$ cat src/rtl/jtag_dbg_ctrl_pkg.sv
// Shared encodings for the JTAG debug command sequencer: op codes, FSM states
// and the register-file width defines reused from the core.
`ifndef REG_ADDR_WIDTH
`define REG_ADDR_WIDTH 5
`endif
`ifndef REG_DATA_WIDTH
`define REG_DATA_WIDTH 32
`endif

package jtag_dbg_ctrl_pkg;

    localparam int DBG_OP_W   = 3;
    localparam int DBG_ADDR_W = `REG_ADDR_WIDTH;
    localparam int DBG_DATA_W = `REG_DATA_WIDTH;

    typedef enum logic [DBG_OP_W-1:0] {
        DBG_OP_NOP    = 3'd0,
        DBG_OP_HALT   = 3'd1,
        DBG_OP_RESUME = 3'd2,
        DBG_OP_RESET  = 3'd3,
        DBG_OP_RD_REG = 3'd4,
        DBG_OP_WR_REG = 3'd5
    } dbg_op_e;

    typedef enum logic [2:0] {
        ST_IDLE      = 3'd0,
        ST_HALT_WAIT = 3'd1,
        ST_REG_RD    = 3'd2,
        ST_REG_WR    = 3'd3,
        ST_RST_PULSE = 3'd4,
        ST_RESP      = 3'd5
    } dbg_state_e;

    // Timed states sit in place while the counter runs N-1 .. 0, so the
    // counter is loaded with one less than the wanted dwell time.
    function automatic int dwell_load(input int cycles);
        return (cycles > 0) ? cycles - 1 : 0;
    endfunction

endpackage

$ cat src/rtl/jtag_dbg_ctrl_if.sv
// Command/response channel between the JTAG transport (master) and the
// debug sequencer (slave).
interface jtag_dbg_ctrl_if
    import jtag_dbg_ctrl_pkg::*;
#(
    parameter int ADDR_W = `REG_ADDR_WIDTH,
    parameter int DATA_W = `REG_DATA_WIDTH
) ();

    logic                cmd_valid_i;
    logic                cmd_ready_o;
    logic [DBG_OP_W-1:0] cmd_op_i;
    logic [ADDR_W-1:0]   cmd_addr_i;
    logic [DATA_W-1:0]   cmd_data_i;
    logic                rsp_valid_o;
    logic                rsp_ready_i;
    logic [DATA_W-1:0]   rsp_data_o;
    logic                rsp_err_o;

    modport master (
        output cmd_valid_i, cmd_op_i, cmd_addr_i, cmd_data_i, rsp_ready_i,
        input  cmd_ready_o, rsp_valid_o, rsp_data_o, rsp_err_o
    );

    modport slave (
        input  cmd_valid_i, cmd_op_i, cmd_addr_i, cmd_data_i, rsp_ready_i,
        output cmd_ready_o, rsp_valid_o, rsp_data_o, rsp_err_o
    );

endinterface

$ cat src/rtl/jtag_dbg_ctrl_cycle_counter.sv
// Loadable down-counter with a zero flag; shared by the halt-settle wait and
// the reset pulse of the debug sequencer.
module dbg_cycle_counter #(
    parameter int W = 2
) (
    input  logic         clk,
    input  logic         rst,
    input  logic         load,
    input  logic [W-1:0] load_val,
    input  logic         dec,
    output logic         zero
);

    logic [W-1:0] count_reg;

    always_ff @(posedge clk) begin
        if (rst) begin
            count_reg <= '0;
        end else if (load) begin
            count_reg <= load_val;
        end else if (dec && (count_reg != '0)) begin
            count_reg <= count_reg - W'(1);
        end
    end

    assign zero = (count_reg == '0);

endmodule

$ cat src/rtl/jtag_dbg_ctrl.sv
// Debug command sequencer: turns JTAG debug commands into the core's side-band
// register/halt/reset signals. Define JTAG_DBG_WR_VERIFY_EN to read back every write.
module jtag_dbg_ctrl
    import jtag_dbg_ctrl_pkg::*;
#(
    parameter int HALT_SETTLE  = 4,
    parameter int RESET_CYCLES = 2,
    parameter int DATA_W       = `REG_DATA_WIDTH,
    parameter int ADDR_W       = `REG_ADDR_WIDTH
) (
    input  logic              clk,
    input  logic              rst,
    jtag_dbg_ctrl_if.slave    dbg,
    output logic              halted_o,
    output logic [ADDR_W-1:0] jtag_reg_addr_o,
    output logic [DATA_W-1:0] jtag_reg_data_o,
    output logic              jtag_reg_we_o,
    input  logic [DATA_W-1:0] jtag_reg_data_i,
    output logic              jtag_halt_flag_o,
    output logic              jtag_reset_flag_o
);

    localparam int CNT_MAX = (HALT_SETTLE > RESET_CYCLES) ? HALT_SETTLE : RESET_CYCLES;
    localparam int CNT_W   = (CNT_MAX < 2) ? 1 : $clog2(CNT_MAX);
    localparam logic [CNT_W-1:0] HALT_LOAD = CNT_W'(dwell_load(HALT_SETTLE));
    localparam logic [CNT_W-1:0] RST_LOAD  = CNT_W'(dwell_load(RESET_CYCLES));

    dbg_state_e        state_reg, state_next;
    logic              cmd_ready_reg, cmd_ready_next;
    logic              rsp_valid_reg, rsp_valid_next;
    logic [DATA_W-1:0] rsp_data_reg, rsp_data_next;
    logic              rsp_err_reg, rsp_err_next;
    logic              halted_reg, halted_next;
    logic              halt_flag_reg, halt_flag_next;
    logic              reset_flag_reg, reset_flag_next;
    logic              reg_we_reg, reg_we_next;
    logic [ADDR_W-1:0] reg_addr_reg, reg_addr_next;
    logic [DATA_W-1:0] reg_data_reg, reg_data_next;
`ifdef JTAG_DBG_WR_VERIFY_EN
    logic              verify_reg, verify_next;
`endif

    logic              cnt_load;
    logic [CNT_W-1:0]  cnt_load_val;
    logic              cnt_dec;
    logic              cnt_zero;
    dbg_op_e           op_in;

    assign op_in = dbg_op_e'(dbg.cmd_op_i);

    dbg_cycle_counter #(
        .W(CNT_W)
    ) u_cycle_counter (
        .clk      (clk),
        .rst      (rst),
        .load     (cnt_load),
        .load_val (cnt_load_val),
        .dec      (cnt_dec),
        .zero     (cnt_zero)
    );

    always_comb begin
        state_next     = state_reg;
        rsp_data_next  = rsp_data_reg;
        rsp_err_next   = rsp_err_reg;
        halted_next    = halted_reg;
        halt_flag_next = halt_flag_reg;
        reg_addr_next  = reg_addr_reg;
        reg_data_next  = reg_data_reg;
        cnt_load       = 1'b0;
        cnt_load_val   = '0;
        cnt_dec        = 1'b0;
`ifdef JTAG_DBG_WR_VERIFY_EN
        verify_next    = verify_reg;
`endif

        case (state_reg)
            ST_IDLE: begin
                if (dbg.cmd_valid_i) begin
                    // Anything not routed elsewhere answers straight away.
                    state_next    = ST_RESP;
                    rsp_data_next = '0;
                    rsp_err_next  = 1'b0;
                    case (op_in)
                        DBG_OP_NOP: ;
                        DBG_OP_HALT: begin
                            if (!halted_reg) begin
                                halt_flag_next = 1'b1;
                                cnt_load       = 1'b1;
                                cnt_load_val   = HALT_LOAD;
                                state_next     = ST_HALT_WAIT;
                            end
                        end
                        DBG_OP_RESUME: begin
                            halt_flag_next = 1'b0;
                            halted_next    = 1'b0;
                        end
                        DBG_OP_RESET: begin
                            cnt_load     = 1'b1;
                            cnt_load_val = RST_LOAD;
                            state_next   = ST_RST_PULSE;
                        end
                        DBG_OP_RD_REG: begin
                            if (halted_reg) begin
                                reg_addr_next = dbg.cmd_addr_i;
                                state_next    = ST_REG_RD;
`ifdef JTAG_DBG_WR_VERIFY_EN
                                verify_next   = 1'b0;
`endif
                            end else begin
                                rsp_err_next = 1'b1;
                            end
                        end
                        DBG_OP_WR_REG: begin
                            if (halted_reg) begin
                                reg_addr_next = dbg.cmd_addr_i;
                                reg_data_next = dbg.cmd_data_i;
                                state_next    = ST_REG_WR;
`ifdef JTAG_DBG_WR_VERIFY_EN
                                verify_next   = 1'b1;
`endif
                            end else begin
                                rsp_err_next = 1'b1;
                            end
                        end
                        default: rsp_err_next = 1'b1;
                    endcase
                end
            end
            ST_HALT_WAIT: begin
                cnt_dec = 1'b1;
                if (cnt_zero) begin
                    halted_next = 1'b1;
                    state_next  = ST_RESP;
                end
            end
            ST_RST_PULSE: begin
                cnt_dec = 1'b1;
                if (cnt_zero) begin
                    state_next = ST_RESP;
                end
            end
            ST_REG_RD: begin
                rsp_data_next = jtag_reg_data_i;
`ifdef JTAG_DBG_WR_VERIFY_EN
                rsp_err_next  = verify_reg && (jtag_reg_data_i != reg_data_reg);
`endif
                state_next    = ST_RESP;
            end
            ST_REG_WR: begin
`ifdef JTAG_DBG_WR_VERIFY_EN
                state_next = ST_REG_RD;
`else
                state_next = ST_RESP;
`endif
            end
            ST_RESP: begin
                if (dbg.rsp_ready_i) begin
                    rsp_data_next = '0;
                    rsp_err_next  = 1'b0;
                    state_next    = ST_IDLE;
                end
            end
            default: state_next = ST_IDLE;
        endcase

        // Strobe-style outputs are registered decodes of the next state.
        cmd_ready_next  = (state_next == ST_IDLE);
        rsp_valid_next  = (state_next == ST_RESP);
        reg_we_next     = (state_next == ST_REG_WR);
        reset_flag_next = (state_next == ST_RST_PULSE);
    end

    always_ff @(posedge clk) begin
        if (rst) begin
            state_reg      <= ST_IDLE;
            cmd_ready_reg  <= 1'b1;
            rsp_valid_reg  <= 1'b0;
            rsp_data_reg   <= '0;
            rsp_err_reg    <= 1'b0;
            halted_reg     <= 1'b0;
            halt_flag_reg  <= 1'b0;
            reset_flag_reg <= 1'b0;
            reg_we_reg     <= 1'b0;
            reg_addr_reg   <= '0;
            reg_data_reg   <= '0;
`ifdef JTAG_DBG_WR_VERIFY_EN
            verify_reg     <= 1'b0;
`endif
        end else begin
            state_reg      <= state_next;
            cmd_ready_reg  <= cmd_ready_next;
            rsp_valid_reg  <= rsp_valid_next;
            rsp_data_reg   <= rsp_data_next;
            rsp_err_reg    <= rsp_err_next;
            halted_reg     <= halted_next;
            halt_flag_reg  <= halt_flag_next;
            reset_flag_reg <= reset_flag_next;
            reg_we_reg     <= reg_we_next;
            reg_addr_reg   <= reg_addr_next;
            reg_data_reg   <= reg_data_next;
`ifdef JTAG_DBG_WR_VERIFY_EN
            verify_reg     <= verify_next;
`endif
        end
    end

    assign dbg.cmd_ready_o   = cmd_ready_reg;
    assign dbg.rsp_valid_o   = rsp_valid_reg;
    assign dbg.rsp_data_o    = rsp_data_reg;
    assign dbg.rsp_err_o     = rsp_err_reg;
    assign halted_o          = halted_reg;
    assign jtag_halt_flag_o  = halt_flag_reg;
    assign jtag_reset_flag_o = reset_flag_reg;
    assign jtag_reg_we_o     = reg_we_reg;
    assign jtag_reg_addr_o   = reg_addr_reg;
    assign jtag_reg_data_o   = reg_data_reg;

endmodule

$ cat src/flat_wrapper.sv
// flat-port wrapper written by rule: the top's interface ports become plain ports
module jtag_dbg_ctrl_flat import jtag_dbg_ctrl_pkg::*;
#(
    parameter int HALT_SETTLE  = 4,
    parameter int RESET_CYCLES = 2,
    parameter int DATA_W       = `REG_DATA_WIDTH,
    parameter int ADDR_W       = `REG_ADDR_WIDTH
)
  (clk, rst, halted_o, jtag_reg_addr_o, jtag_reg_data_o, jtag_reg_we_o, jtag_reg_data_i, jtag_halt_flag_o, jtag_reset_flag_o, dbg_cmd_valid_i, dbg_cmd_op_i, dbg_cmd_addr_i, dbg_cmd_data_i, dbg_rsp_ready_i, dbg_cmd_ready_o, dbg_rsp_valid_o, dbg_rsp_data_o, dbg_rsp_err_o);
  jtag_dbg_ctrl_if #(.ADDR_W(ADDR_W), .DATA_W(DATA_W)) dbg_i ();
  input  logic clk;
  input  logic rst;
  output logic halted_o;
  output logic [ADDR_W-1:0] jtag_reg_addr_o;
  output logic [DATA_W-1:0] jtag_reg_data_o;
  output logic jtag_reg_we_o;
  input  logic [DATA_W-1:0] jtag_reg_data_i;
  output logic jtag_halt_flag_o;
  output logic jtag_reset_flag_o;
  input wire logic [$bits(dbg_i.cmd_valid_i)-1:0] dbg_cmd_valid_i;
  input wire logic [$bits(dbg_i.cmd_op_i)-1:0] dbg_cmd_op_i;
  input wire logic [$bits(dbg_i.cmd_addr_i)-1:0] dbg_cmd_addr_i;
  input wire logic [$bits(dbg_i.cmd_data_i)-1:0] dbg_cmd_data_i;
  input wire logic [$bits(dbg_i.rsp_ready_i)-1:0] dbg_rsp_ready_i;
  output wire logic [$bits(dbg_i.cmd_ready_o)-1:0] dbg_cmd_ready_o;
  output wire logic [$bits(dbg_i.rsp_valid_o)-1:0] dbg_rsp_valid_o;
  output wire logic [$bits(dbg_i.rsp_data_o)-1:0] dbg_rsp_data_o;
  output wire logic [$bits(dbg_i.rsp_err_o)-1:0] dbg_rsp_err_o;
  assign dbg_i.cmd_valid_i = dbg_cmd_valid_i;
  assign dbg_i.cmd_op_i = dbg_cmd_op_i;
  assign dbg_i.cmd_addr_i = dbg_cmd_addr_i;
  assign dbg_i.cmd_data_i = dbg_cmd_data_i;
  assign dbg_i.rsp_ready_i = dbg_rsp_ready_i;
  assign dbg_cmd_ready_o = dbg_i.cmd_ready_o;
  assign dbg_rsp_valid_o = dbg_i.rsp_valid_o;
  assign dbg_rsp_data_o = dbg_i.rsp_data_o;
  assign dbg_rsp_err_o = dbg_i.rsp_err_o;
  jtag_dbg_ctrl #(.HALT_SETTLE(HALT_SETTLE), .RESET_CYCLES(RESET_CYCLES), .DATA_W(DATA_W), .ADDR_W(ADDR_W)) u_core (.clk(clk), .rst(rst), .dbg(dbg_i), .halted_o(halted_o), .jtag_reg_addr_o(jtag_reg_addr_o), .jtag_reg_data_o(jtag_reg_data_o), .jtag_reg_we_o(jtag_reg_we_o), .jtag_reg_data_i(jtag_reg_data_i), .jtag_halt_flag_o(jtag_halt_flag_o), .jtag_reset_flag_o(jtag_reset_flag_o));
endmodule
$ cat config.mk
export PLATFORM = sky130hd
export DESIGN_NAME = jtag_dbg_ctrl_flat
export DESIGN_NICKNAME = d
export VERILOG_FILES = /design/src/rtl/jtag_dbg_ctrl_pkg.sv /design/src/rtl/jtag_dbg_ctrl_if.sv /design/src/rtl/jtag_dbg_ctrl_cycle_counter.sv /design/src/rtl/jtag_dbg_ctrl.sv /design/src/flat_wrapper.sv
export SDC_FILE = /design/constraint.sdc
export NUM_CORES = 1
export LEC_CHECK = 0
export BUFFER_PORTS_ARGS = -buffer_cell sky130_fd_sc_hd__buf_2
export CORE_UTILIZATION = 40
export CTS_CLUSTER_DIAMETER = 150
export DETAILED_ROUTE_END_ITERATION = 10
export PLACE_DENSITY = 0.71
export SYNTH_ARGS = -nofsm -noshare
export SYNTH_HDL_FRONTEND = slang
export SYNTH_SLANG_ARGS = --single-unit
$ cat constraint.sdc
create_clock -name clk -period 2 [get_ports clk]
set_input_delay 0.1 -clock clk [delete_from_list [all_inputs] [get_ports clk]]
set_output_delay 0.1 -clock clk [all_outputs]
set_load 0.01 [all_outputs]
# Word level (Yosys, flattened, before mapping)

Index checks and enable logic that the tools add are counted.

Input bits: 76
Output and inout port bits: 76
Memories kept: 0
Logic and storage cells: 84
Memory bits (read-only): 0
RAM bits: 0
Bits in latches: 0
Register bits after elaboration: 81

Eq/ne operators: 18
Muxes and demuxes: 32
Multipliers: 0
Add/subtract/negate cells: 1
Shift-type cells: 0
$lt $le $gt $ge: 0
Reduce and logical (&&, ||, !) cells: 21
Bitwise logic cells: 0
Div/mod/pow operators: 0

Operator list:

| operator                                                              | number |
|---|---|
| 32-bit one-hot mux with 3 select lines                                | 1 |
| 32-bit 2-to-1 mux                                                     | 2 |
| 3-bit one-hot mux with 4 select lines                                 | 2 |
| 3-bit equality test, second input constant                            | 6 |
| 3-bit 2-to-1 mux                                                      | 6 |
| 4-bit AND reduction                                                   | 4 |
| 3-bit by 2-bit equality test with 1-bit output, second input constant | 5 |
| 1-bit 2-to-1 mux                                                      | 10 |
| 2-bit 2-to-1 mux                                                      | 5 |
| 1-bit one-hot mux with 2 select lines                                 | 5 |
| 2-bit nonzero test                                                    | 5 |
| 3-bit logical NOT                                                     | 3 |
| 2-bit != test, second input constant                                  | 4 |
| 3-bit by 1-bit equality test with 1-bit output, second input constant | 2 |
| 3-bit AND reduction                                                   | 2 |
| 2-bit OR reduction                                                    | 3 |
| 2-bit one-hot mux with 2 select lines                                 | 1 |
| 4-bit OR reduction                                                    | 1 |
| 3-bit nonzero test                                                    | 1 |
| 2-bit logical NOT                                                     | 1 |
| 2-bit by 1-bit != test with 1-bit output, second input constant       | 1 |
| 2-bit by 1-bit subtractor with 2-bit output, second input constant    | 1 |
| 1-bit logical AND                                                     | 1 |

# Longest topological paths before layout

Gate-level depths: netlist of run 1.

Depth in word-level cells: 6
Depth in mapped cells: 7
Mapped depth without buffers: 6

# Modules after synthesis

From an unflattened synthesis of run 1, not the netlist that was laid out.

Cell total of the unflattened synthesis: 338
Area total of the unflattened synthesis: 3,045.4 µm²

Modules (own cells, without submodules):

| module            | times used | cells each | area each (µm²) |
|---|---|---|---|
| jtag_dbg_ctrl     | 1          | 324        | 2,919.0 |
| dbg_cycle_counter | 1          | 14         | 126.4 |

# Worst setup path after synthesis of run 1

OpenSTA, ideal clock, no wires.

Path type: flip-flop to flip-flop
Start: register u_core.state_reg[2]
End: register u_core.cmd_ready_reg, in the netlist u_core.dbg.cmd_ready_o
Cell stages (with the launch flop): 5
Period minus slack after synthesis: 1.657 ns
Slack: 0.343 ns
Library setup time: 0.115 ns
Buffers on the path: 1
Arrival: 1.542 ns
Path through: dfxtp_1 > buf_2 > or4b_4 > o31a_1 > o21a_1

Cells in the longest elaborated chain, start to end: 4
Elaborated cells on any way between the ends: 13

RTL lines:

| what                                                                         | line                 | text |
|---|---|---|
| start: declaration                                                           | jtag_dbg_ctrl.sv:28  | `dbg_state_e state_reg, state_next;` |
| start signal: assignment                                                     | jtag_dbg_ctrl.sv:191 | `state_reg <= state_next;` |
| 3-bit by 2-bit equality test with 1-bit output, or another cell as far along | jtag_dbg_ctrl.sv:77  | `case (state_reg)` |
| 2-bit OR reduction (no source line)                                          | n/a                  |  |
| 3-bit one-hot mux with 4 select lines (*)                                    | jtag_dbg_ctrl.sv:77  |  |
| 3-bit logical NOT (*)                                                        | jtag_dbg_ctrl.sv:168 | `cmd_ready_next = (state_next == ST_IDLE);` |
| end signal: assignment                                                       | jtag_dbg_ctrl.sv:192 | `cmd_ready_reg <= cmd_ready_next;` |
| end: declaration                                                             | jtag_dbg_ctrl.sv:29  | `logic cmd_ready_reg, cmd_ready_next;` |

Every way passes the cells marked *; elsewhere a longest branch is shown, timed or not.
A chain may end at the register's enable or synchronous reset.

# Final worst setup path of run 1

Ends and elaborated chain as after synthesis.

==> results of run 1 <==
[repair_timing]
| action | 4_1_cts | 5_1_grt |
|---|---|---|
| hold buffers | 61 | 0 |
| setup endpoints to repair | 0 | 0 |
| hold endpoints to repair | 61 | 0 |
| gates resized for setup | 0 | 0 |
[per-layer routing]
metal | wire, um | up-vias | GRT usage
met4 | 101 | 0 | 0.0849
met2 | 3920 | 132 | 0.369
met5 | 0 | - | 0
met1 | 3550 | 1356 | 0.251
li1 | - | 1543 | -
met3 | 699 | 10 | 0.0613
[layout make-up]
type                            count  area (um2)
Fill cell                         573        2370
Sequential cell                    81        1620
Timing Repair Buffer              220        1440
Multi-Input combinational cell    223        1190
Clock buffer                       13         149
Tap cell                           96         120
Clock inverter                      3        40.0
Inverter                            4        15.0
[tightest hold or removal path, cell delays in order]
cell and delay (ps):
buf_2 90, a22oi_1 60, nor2_1 70
[kinds of logic (layout without fill, tap and decap cells)]
kind of cell / count (synthesis) / in the layout / synth area share
flip-flops: 81 / 81 / 0.552
buffers and inverters: 29 / 240 / 0.0426
AO/OA/AOI/OAI: 84 / 84 / 0.183
XOR/XNOR: 2 / 2 / 0.00596
AND/OR/NAND/NOR: 130 / 130 / 0.192
adder cells (fa/ha/maj): 1 / 1 / 0.00426
multiplexers: 6 / 6 / 0.0209
[cells in the final DEF, fill, tap and decap left out, types with 2 or more instances in the layout]
cell,synthesis,layout
dlygate4sd3_1,0,61
clkbuf_8,0,10
and3b_1,2,2
buf_2,4,151
o21ai_0,3,3
nor3_1,2,2
a22oi_1,32,32
and3_1,2,2
nand2_1,65,65
inv_1,4,4
mux2i_1,5,5
nor2_1,47,47
clkbuf_1,17,3
xnor2_1,2,2
a21oi_1,38,38
nand3_1,4,4
clkinv_2,0,2
dfxtp_1,81,81
buf_4,3,7
[power by group]
part	leakage [nW]	internal, mW	switching (mW)
sequential	0.654	1.70	0.0930
clock	0.0974	0.609	0.539
combinational	1.32	0.376	0.396
total	2.07	2.69	1.03
[per-stage QoR]
stage / worst slack [ps] / hold WS, ps / power (mW) / utilization / instances
floorplan: 343 / 210 / 2.27 / - / 333
global placement: 337 / 332 / 2.48 / 0.544 / 563
detailed placement: 314 / 345 / 2.50 / 0.544 / 563
CTS: 310 / 1.74 / 3.75 / 0.659 / 640
global route: 253 / 12.5 / 3.92 / 0.659 / 640
finish: 301 / 21.0 / 3.71 / 0.659 / 640
[worst paths after layout]
check                                                        startpoint                                 endpoint  slack (ps)  cells after the start
worst max register to register           u_core.state_reg[2]$_SDFF_PP0_        u_core.dbg.cmd_ready_o$_SDFF_PP1_         300                      3
worst max-delay path                     u_core.state_reg[2]$_SDFF_PP0_        u_core.dbg.cmd_ready_o$_SDFF_PP1_         300                      3
worst min register to register  u_core.jtag_reg_data_o[23]$_SDFFE_PP0P_  u_core.jtag_reg_data_o[23]$_SDFFE_PP0P_         450                      2
worst min-delay path                                jtag_reg_data_i[16]   u_core.dbg.rsp_data_o[16]$_SDFFE_PP0P_          20                      3
==> impl_metrics.json, run 1 <==
{
  "maxSlewViolCount": 0,
  "die_area_um2": 7690,
  "crit_family": "simple AND/OR/NAND/NOR gates",
  "power_density_nw_per_um2": 812,
  "gr-total-overflow": 0,
  "fin_nets": 616,
  "finalSetupViolations": 0,
  "cts_tree": "done",
  "grt_pass1_vias": 2814,
  "post-route-cell-area_um2": 4580,
  "drtIter0Drc": 129,
  "cp_num_buf_inv": 0,
  "path_class": "reg -> reg",
  "cp-start-kind": "flip-flop",
  "grt_pass1_wl_um": 12800,
  "hold_class": "in -> reg",
  "synth_top_area_frac": 0.552,
  "gr-usage-all-layers": 0.214,
  "ir_drop_mv": 0.374,
  "firstDrtPassIters": 6,
  "antenna_found_initial": 0,
  "cts_made_buffers": 9,
  "status": "completed",
  "ys_warn_count": 0,
  "initial_core_util": 0.423,
  "cp_slowest_stage_delay_ps": 620,
  "cts.sinks": 81,
  "worstPathCellList": "or4b_4, o31a_1, o21a_1",
  "cp_data_required_time_ps": 2240,
  "drc": 0,
  "drt.antenna.violating_nets": 0,
  "final.setup_skew_ps": 7.67,
  "synth_area_leader_cell": "dfxtp_1",
  "seq_area_frac_synth": 0.552,
  "synth_common_cells": "dfxtp_1, nand2_1, nor2_1",
  "hold_viol": 0,
  "cp_max_fo": 10,
  "ys_ff_latch": 81,
  "n_antenna_cell": 0,
  "syn_area_um2": 2940,
  "clockBufferDepth": 2,
  "synthesis.nets": 410,
  "die_x_um": 87.7,
  "syn2layout_area_growth_pct": 55.7,
  "portBuffers": 151,
  "worst_slew_pin_slew_ps": 608,
  "crit_arrival_ps": 1940,
  "core.rowCount": 30,
  "num_io_pins": 152,
  "endpoint_kind": "flip-flop",
  "syn_avg_cell_area_um2": 8.83,
  "leakagePower_nw": 2.07,
  "fin_crit_sh": 0.850,
  "synthCells": 333,
  "wl_um": 8270,
  "grt_max_degree": 40,
  "relSlewSlack": 0.589,
  "synth-edff-count": 0,
  "crit_path_top_delay_cell": "or4b_4",
  "drive_gt1_frac": 0.324,
  "async_flop_share": 0,
  "rsz0062_at_grt": "false",
  "maxCapViolations": 0,
  "ys_top_cells_by_area": "dfxtp_1, nand2_1, a22oi_1",
  "core_um2": 6940,
  "yosysUniqueCellTypes": 38,
  "cts_max_level": 3,
  "dpl_cell_area_um2": 3780,
  "hpwl_um": 5010,
  "vias": 3041,
  "synth_most_common_cell": "dfxtp_1",
  "max_freq_ghz": 0.588,
  "clkLatencyLatePin_ps": 340,
  "cts_setup_buffers": 0,
  "cts.clk_slew.worst_paths_ps": 80,
  "period_needed_ps": 1700,
  "gp_congestion": 0.844,
  "wl_per_cell_um": 12.9,
  "synth_flop_cell": "dfxtp_1",
  "vias_per_cell": 4.75,
  "tns_ps": 0,
  "die_h_um": 87.7,
  "cts-root-buf": "clkbuf_8"
}
No activity file was read; power rests on OpenSTA's default activity.
==> run 2: changes to the inputs <==
PLACE_DENSITY = 0.74   (was 0.71)
clock period = 1.55 ns   (was 2 ns; I/O delays follow)
==> run 2 against run 1 <==
Compared with the run above:
- the flow now finishes with violations (setup timing)
- first-iteration DRC count rose by 28%
- power rose by 44%
- combinational power rose by 72%
- clock skew rose by 5.4 ps
- clock power rose by 52%
- critical path depth rose by 4
- register-to-register slack got worse by 350 ps
- non-clock buffer count rose by 25
- flip-flop and latch count did not move
- via count rose by 11%
- wire length rose by 22%
- final cell count rose by 3.9%
- critical endpoint is now u_core.jtag_reg_data_o[19]$_SDFFE_PP0P_
==> impl_metrics.json, run 2 (synthesized netlist as in run 1, its figures left out) <==
{
  "route.met3.wl_um": 945,
  "post-route-cell-area_um2": 5120,
  "vias": 3389,
  "period_needed_ps": 1600,
  "crit-reg2reg-capture": "u_core.jtag_reg_data_o[19]$_SDFFE_PP0P_",
  "p_sw_frac": 0.289,
  "setup_slack_ps": -52.1,
  "crit_arrival_ps": 1840,
  "drive_gt1_frac": 0.418,
  "gp_congestion": 0.797,
  "fin_nets": 641,
  "cp_max_fo": 8,
  "syn2layout_area_growth_pct": 74.2,
  "die_area_um2": 7690,
  "cp-start-kind": "flip-flop",
  "crit_family": "simple AND/OR/NAND/NOR gates",
  "wl_um": 10100,
  "core_um2": 6940,
  "fin_crit_sh": 1.03,
  "hold_class": "in -> reg",
  "endpoint_kind": "flip-flop",
  "max_freq_ghz": 0.624,
  "cp_num_buf_inv": 3,
  "maxCapViolations": 0,
  "switchingPower_mw": 1.55,
  "die_h_um": 87.7,
  "violations": "setup timing",
  "path_class": "reg -> reg",
  "ir_drop_mv": 0.616,
  "relSlewSlack": 0.691,
  "cts_made_buffers": 9,
  "hold_ws_ps": 48.7,
  "clkLatencyLatePin_ps": 350,
  "rsz0062_at_grt": "true",
  "num_io_pins": 152,
  "worst_slew_pin_slew_ps": 457,
  "n_antenna_cell": 0,
  "p_int_mw": 3.81,
  "cts-root-buf": "clkbuf_8",
  "worstHoldStart": "dbg_cmd_op_i[2]",
  "drc": 0,
  "drtIter0Drc": 165,
  "drt.antenna.violating_nets": 0,
  "portBuffers": 151,
  "dpl_cell_area_um2": 3880,
  "hold_end": "u_core.dbg.rsp_err_o$_SDFFE_PP0P_",
  "cts.sinks": 81,
  "final_core_util": 0.737,
  "worstPathCellList": "buf_6, nor4b_4, buf_4, nand3_4, clkbuf_16, nand2_1, a21oi_1",
  "initial_core_util": 0.423,
  "comb_power_share": 0.248,
  "grt_pass1_wl_um": 13400,
  "die_x_um": 87.7,
  "cts_tree": "done",
  "wl_met2_um": 4970,
  "finalSetupViolations": 6,
  "min_path_cells": 3,
  "final.setup_skew_ps": 13.0,
  "grt_max_degree": 38,
  "power_density_nw_per_um2": 1050,
  "wl_per_cell_um": 15.2,
  "final_common_cell": "buf_2",
  "topRoutingLayerUsed": "met4",
  "leakagePower_nw": 2.27,
  "gr-total-overflow": 0,
  "antenna_found_initial": 0,
  "firstDrtPassIters": 4,
  "maxSlewViolCount": 0,
  "clockBufferDepth": 2,
  "core.rowCount": 30,
  "hpwl_um": 5230,
  "drt-met1-wl_um": 3900,
  "grt_pass1_vias": 3006,
  "clkPwrFrac": 0.326,
  "cp_data_required_time_ps": 1780,
  "tns_ps": -98.7,
  "power_frac_seq": 0.426,
  "gr-usage-all-layers": 0.223,
  "crit_path_top_delay_cell": "dfxtp_4",
  "cts_max_level": 3,
  "layout_common_cells": "buf_2, dfxtp_1, dlygate4sd3_1, nor2_1, nand2_1",
  "cp_slowest_stage_delay_ps": 360,
  "status": "finished, violations left",
  "vias_per_cell": 5.10,
  "cts.clk_slew.worst_paths_ps": 90,
  "worstRegToRegCells": 7,
  "rrSetupSlack_ps": -50,
  "rr_startpoint": "u_core.state_reg[0]$_SDFF_PP0_",
  "hold_viol": 0
}
==> run 2: cell types whose count changed in the layout (fill, tap and decap cells not counted), sizes merged <==
cell | previous run | this run
dlygate4sd3 | 61 | 70
clkinv | 2 | 1
clkinvlp | 0 | 1
buf | 159 | 171
bufinv | 1 | 2
inv | 4 | 7
==> run 2: area by class of cell <==
type	instances	area [um2]
repair buffers	245	1780
multi-input cells	223	1350
fillers	464	1830
flip-flops and latches	81	1630
clock inverters	7	101
well taps	96	120
inverters	4	15.0
clock buffers	9	124
==> run 2: timing repair <==
action | CTS | global route
resized for setup | 1 | 51
hold buffers | 70 | 0
gates cloned | 0 | 5
endpoints found under the hold margin | 70 | 0
buffers inserted | 0 | 4
pin swaps | 0 | 15
setup endpoints to repair | 5 | 42
==> run 2: worst min-delay path, cell delays in order <==
cell and delay (ps):
buf_2 130, nand3_1 70, a21oi_1 60
==> run 2: worst max-delay path by stage <==
| stage | start | endpoint | depth (start not counted) |
|---|---|---|---|
| 2_1_floorplan | u_core.state_reg[1]$_SDFF_PP0_ | u_core.dbg.cmd_ready_o$_SDFF_PP1_ | 4 |
| 3_3_place_gp | u_core.state_reg[1]$_SDFF_PP0_ | u_core.jtag_reg_addr_o[4]$_SDFFE_PP0P_ | 4 |
| 3_5_place_dp | u_core.state_reg[2]$_SDFF_PP0_ | u_core.jtag_reg_data_o[12]$_SDFFE_PP0P_ | 6 |
| 4_1_cts | u_core.state_reg[2]$_SDFF_PP0_ | u_core.jtag_reg_data_o[12]$_SDFFE_PP0P_ | 6 |
| 5_1_grt | u_core.state_reg[0]$_SDFF_PP0_ | u_core.jtag_reg_data_o[19]$_SDFFE_PP0P_ | 7 |
| 6_report | u_core.state_reg[0]$_SDFF_PP0_ | u_core.jtag_reg_data_o[19]$_SDFFE_PP0P_ | 7 |
==> run 2: per-layer routing <==
layer  vias up  GRT usage
li1       1600          -
met1      1559      0.248
met2       197      0.393
met3        33     0.0660
met4         0      0.101
met5         -          0
==> run 2: metrics by stage <==
stage	power [mW]	worst slack (ps)	instances
global placement	3.34	49.8	570
floorplan	2.93	-34.9	333
global route	5.62	-108	665
finish	5.36	-52.1	665
detailed placement	3.37	7.62	570
CTS	5.23	18.5	656
==> run 2: power groups by stage <==
stage / logic [mW] / registers (mW) / clock network [mW]
final: 1.33 / 2.28 / 1.75
after global routing: 1.44 / 2.30 / 1.87
after CTS: 1.19 / 2.27 / 1.78
after detailed placement: 1.05 / 2.32 / 0
after global placement: 1.02 / 2.31 / 0
after floorplan: 0.605 / 2.32 / 0
